## src/rtl/grf_write_tracer.sv

```systemverilog
// grf_write_tracer: passive snoop of committed GRF writes into a show-ahead
// FIFO that drains through a valid/ready trace stream. Never back-pressures
// the pipeline; writes arriving while full are discarded and counted.
module grf_write_tracer #(
    parameter int unsigned DEPTH     = 8,
    parameter bit          DROP_ZERO = 1'b1,
    parameter int unsigned CNT_W     = 16
) (
    input  logic                     clk,
    input  logic                     reset,
    input  logic                     WEn,
    input  logic [4:0]               AddrW,
    input  logic [31:0]              WData,
    input  logic [31:0]              PC,
    output logic                     trace_valid,
    input  logic                     trace_ready,
    output logic [31:0]              trace_pc,
    output logic [4:0]               trace_addr,
    output logic [31:0]              trace_data,
    output logic [$clog2(DEPTH):0]   level,
    output logic                     overflow,
    output logic [CNT_W-1:0]         dropped
);

    localparam int unsigned AW = $clog2(DEPTH);
    localparam int unsigned PW = AW + 1;

    logic [31:0]      pc_mem_q   [DEPTH];
    logic [4:0]       addr_mem_q [DEPTH];
    logic [31:0]      data_mem_q [DEPTH];

    logic [PW-1:0]    wr_ptr_q, wr_ptr_d;
    logic [PW-1:0]    rd_ptr_q, rd_ptr_d;
    logic             overflow_q, overflow_d;
    logic [CNT_W-1:0] dropped_q, dropped_d;

    logic             empty_c, full_c, push_c, pop_c, write_c, drop_c;

    // Occupancy flags, handshake decode and next-state of pointers/counters
    always_comb begin
        empty_c    = (wr_ptr_q == rd_ptr_q);
        full_c     = (wr_ptr_q[AW-1:0] == rd_ptr_q[AW-1:0]) &&
                     (wr_ptr_q[AW] != rd_ptr_q[AW]);
        pop_c      = !empty_c && trace_ready;
        push_c     = WEn && !(DROP_ZERO && (AddrW == 5'd0));
        // A pop in the same cycle frees the slot, so a full FIFO still accepts
        write_c    = push_c && (!full_c || pop_c);
        drop_c     = push_c && full_c && !pop_c;

        wr_ptr_d   = wr_ptr_q;
        rd_ptr_d   = rd_ptr_q;
        overflow_d = overflow_q;
        dropped_d  = dropped_q;

        if (write_c) begin
            wr_ptr_d = wr_ptr_q + PW'(1);
        end
        if (pop_c) begin
            rd_ptr_d = rd_ptr_q + PW'(1);
        end
        if (drop_c) begin
            overflow_d = 1'b1;
            if (dropped_q != {CNT_W{1'b1}}) begin
                dropped_d = dropped_q + CNT_W'(1);
            end
        end
    end

    // Pointer and loss-tracking registers; reset overrides any push/pop
    always_ff @(posedge clk) begin
        if (!reset) begin
            wr_ptr_q   <= '0;
            rd_ptr_q   <= '0;
            overflow_q <= 1'b0;
            dropped_q  <= '0;
        end else begin
            wr_ptr_q   <= wr_ptr_d;
            rd_ptr_q   <= rd_ptr_d;
            overflow_q <= overflow_d;
            dropped_q  <= dropped_d;
        end
    end

    // Entry storage; contents need no reset since the pointers gate visibility
    always_ff @(posedge clk) begin
        if (reset && write_c) begin
            pc_mem_q[wr_ptr_q[AW-1:0]]   <= PC;
            addr_mem_q[wr_ptr_q[AW-1:0]] <= AddrW;
            data_mem_q[wr_ptr_q[AW-1:0]] <= WData;
        end
    end

    // Show-ahead head, forced to zero while empty
    always_comb begin
        trace_valid = !empty_c;
        trace_pc    = '0;
        trace_addr  = '0;
        trace_data  = '0;
        if (!empty_c) begin
            trace_pc   = pc_mem_q[rd_ptr_q[AW-1:0]];
            trace_addr = addr_mem_q[rd_ptr_q[AW-1:0]];
            trace_data = data_mem_q[rd_ptr_q[AW-1:0]];
        end
        level    = wr_ptr_q - rd_ptr_q;
        overflow = overflow_q;
        dropped  = dropped_q;
    end

endmodule

```

## config.mk

```make
export PLATFORM = sky130hd
export DESIGN_NAME = grf_write_tracer
export DESIGN_NICKNAME = d
export VERILOG_FILES = /design/src/rtl/grf_write_tracer.sv
export SDC_FILE = /design/constraint.sdc
export NUM_CORES = 1
export LEC_CHECK = 0
export CAP_MARGIN = 20
export CORE_MARGIN = 3
export CORE_UTILIZATION = 25
export CTS_CLUSTER_DIAMETER = 100
export CTS_CLUSTER_SIZE = 16
export DETAILED_ROUTE_END_ITERATION = 8
export SYNTH_ARGS = -nofsm -noshare
export SYNTH_HDL_FRONTEND = slang
export SYNTH_SLANG_ARGS = --single-unit
```

## constraint.sdc

```tcl
create_clock -name clk -period 19.3 [get_ports clk]
set_input_delay 3.86 -clock clk [delete_from_list [all_inputs] [get_ports clk]]
set_output_delay 3.86 -clock clk [all_outputs]
set_load 0.005 [all_outputs]
```

==> flow_summary_export.csv <==
group,metric,value,unit
synth,synth_edf_count,552,
synth,synth.distinct_cells,42,
final_layout,finalNonFillerCells,2414,
run_status,outcome,"finished, final reports clean",
die,die_w,305,um
synth,ys_warn_count,0,
clocking,htreeDepth,2,
final_layout,layout_commonest_cell,"edfxtp_1",
sta,worstMarginPinSlew,1.03,ns
sta,slew_viol_final,0,
sta,final.setup.tns,0,ns
die,die_area,93300,um2
synth,yosys.area.top_type,"edfxtp_1",
grt,antenna_found_initial,10,
drt,ant_nets,0,
power_and_ir_drop,irDropWorstVdd,0.0642,mV
power_and_ir_drop,p_leak,0.00792,uW
synth,yosysSeqAreaShare,76.5,%
sta,fin_skew,0.0214,ns
critical_path,end_kind,"primary output",
clocking,cts_inserted_buffers,42,
final_layout,final_cell_mix,"edfxtp_1 (552), clkdlybuf4s50_1 (163), mux4_2 (138)",
critical_path,path_class,"register to primary output",
critical_path,reg2reg_to,"pc_mem_q[7][19]",
power_and_ir_drop,cellPowerDensity,101,nW/um2
clocking,hold_buffers,0,
die,io_pins,164,
clocking,cts_setup_buffers,0,
min_path,min-delay-start,"overflow",
synth,async_flop_share,0,%
synth,yosys-top-cells-area,"edfxtp_1 (74%), mux4_2 (14%), mux2i_1 (3.4%)",
drt,drt-wirelength-per-cell,21.1,um
sta,setup_violations,0,
min_path,hold_end,"overflow",
final_layout,fin_nets,1306,
grt,grtUsageTotal,10.9,%
critical_path,cp.arrival,4.26,ns
critical_path,r2r_slack,15.51,ns
final_layout,nFillCells,8608,
grt,grt_max_degree,105,
sta,finalCritPeriodShare,42.1,%
sta,fmax,123,MHz
die,rows,109,
place,dpl.hpwl,29800,um
synth,syn_area,22400,um2
sta,holdWs,0.471,ns
critical_path,required,15.44,ns
drt,vias_per_cell,4.29,
drt,drt-initial-drc-count,729,
clocking,cts_repair_resize_count,0,
synth,syn_inst,1051,
critical_path,start_kind,"register",
clocking,cts.sinks,580,
place,dp_cells,2344,
synth,ys.flop_type,"edfxtp_1",
sta,min_period,8.12,ns
grt,grt_pass1_wl,76300,um
drt,drt-total-wl,51000,um
place,io_buffer_count,163,
synth,synth_seq_cells,580,
drt,drc,0,
clocking,clkTransAtPathRegs,0.07,ns
clocking,cts_buffer_depth,3,
sta,final-hold-violation-count,0,
clocking,clock_latency,0.57,ns
synth,netlist.area_leader.share,74.0,%
flow_run,drv_cap,0,
drt,vias,10400,
synth,synth_nets,1131,
min_path,whs_path_depth,1,
sta,rsz0062_at_grt,"no",
final_layout,drive_gt1_share,18.4,%
sta,slew_headroom,31.3,%
grt,grt_pass1_vias,11200,
critical_path,r2r_cells,8,
die,start_util,25.3,%
place,place_congestion,0.700,
die,die_h,305,um
min_path,hold_class,"register to register",
grt,grt_overflow,0,
clocking,cts_tree,"done",
die,core-area,88600,um2
clocking,cts-root-buf,"clkbuf_16",
final_layout,synthToLayoutAreaGrowth,19.5,%
critical_path,critPathMaxFanout,54,
drt,dr.pass1.iters,5,
critical_path,r2r_start,"wr_ptr_q[0]",
synth,synth.avg_cell_area,21.3,um2
power by group:
group	switching, uW	total (uW)	internal (uW)
sequential	22.7	1420	1400
clock	404	829	425
combinational	216	469	253
worst max path at each step:
stage / start / cells after the start / end / slack, ns
final: register / 6 / trace_addr[1] / 11.18
after global routing: register / 6 / trace_addr[1] / 10.92
after CTS: register / 6 / trace_addr[1] / 11.04
after detailed placement: AddrW[4] / 6 / pc_mem_q[4][24] / 11.12
after global placement: AddrW[4] / 6 / pc_mem_q[6][18] / 11.26
after floorplan: AddrW[3] / 6 / addr_mem_q[1][0] / 7.53
through the flow:
stage | utilization (%) | instance area (um2) | power [uW] | worst slack, ns
after detailed placement | 28.8 | 25500 | 1940 | 11.12
after floorplan | - | 22400 | 1700 | 7.53
after global routing | 30.2 | 26800 | 2850 | 10.92
final | 30.2 | 26800 | 2720 | 11.18
after global placement | 28.7 | 25500 | 1930 | 11.26
after CTS | 30.1 | 26700 | 2770 | 11.04
state kept, by name (all words and copies together) (netlist names), named ones only:
name        count
pc_mem_q      256
wr_ptr_q        4
dropped        16
rd_ptr_q        4
addr_mem_q     40
overflow        1
data_mem_q    256
synthesized netlist by cell type, types with 2 or more instances:
master    number
dfxtp_1       28
and2_1        12
mux2i_1       77
buf_1         15
inv_1          9
o21ai_0        2
and4_1         4
nand3_1       13
nor4_4         2
edfxtp_1     552
nor2_1        71
nor4_1         8
xnor2_1        6
nor4_2         3
nand4_1        4
ha_1           6
a21boi_1       2
xor2_1         8
nand2_1       17
clkbuf_1      21
mux4_2       138
o21a_1         2
a21oi_1        2
buf_4          2
and3_1         3
nand2b_1       8
nor3_1         6
buf_2         16
per-layer routing:
metal	up-vias	GRT usage (%)	share of wire (%)
met4	12	2.60	1.7
li1	4628	-	-
met1	5481	14.3	44
met5	-	0	0.15
met2	185	18.3	50
met3	57	2.59	4.7
area by class of cell:
type                            count  area [um2]  area share, %
Clock inverter                      5        72.6          0.271
Tap cell                         1165        1460           5.44
Sequential cell                   580       17100           64.0
Inverter                           10        37.5          0.140
Antenna cell                        2        5.00         0.0187
Clock buffer                       60        1140           4.26
Multi-Input combinational cell    406        5040           18.8
Timing Repair Buffer              186        1880           7.01
cell families after synthesis:
| logic type | count (synthesis) | synth area share, % |
|---|---|---|
| adders and majority gates | 7 | 0.424 |
| muxes | 215 | 17.3 |
| DFF | 580 | 76.5 |
| AOI/OAI and AO/OA | 13 | 0.385 |
| and+or+nand+nor | 157 | 3.61 |
| buffers and inverters | 65 | 1.25 |
| xor gates and xnor gates | 14 | 0.547 |
critical path: stages (launching register included):
cell,delay (ns)
dfxtp_4,0.71
buf_4,0.70
buf_4,0.75
mux4_2,0.40
mux2i_1,0.37
nor2_1,0.10
clkdlybuf4s50_1,0.50
(Power assumes the default switching activity.)
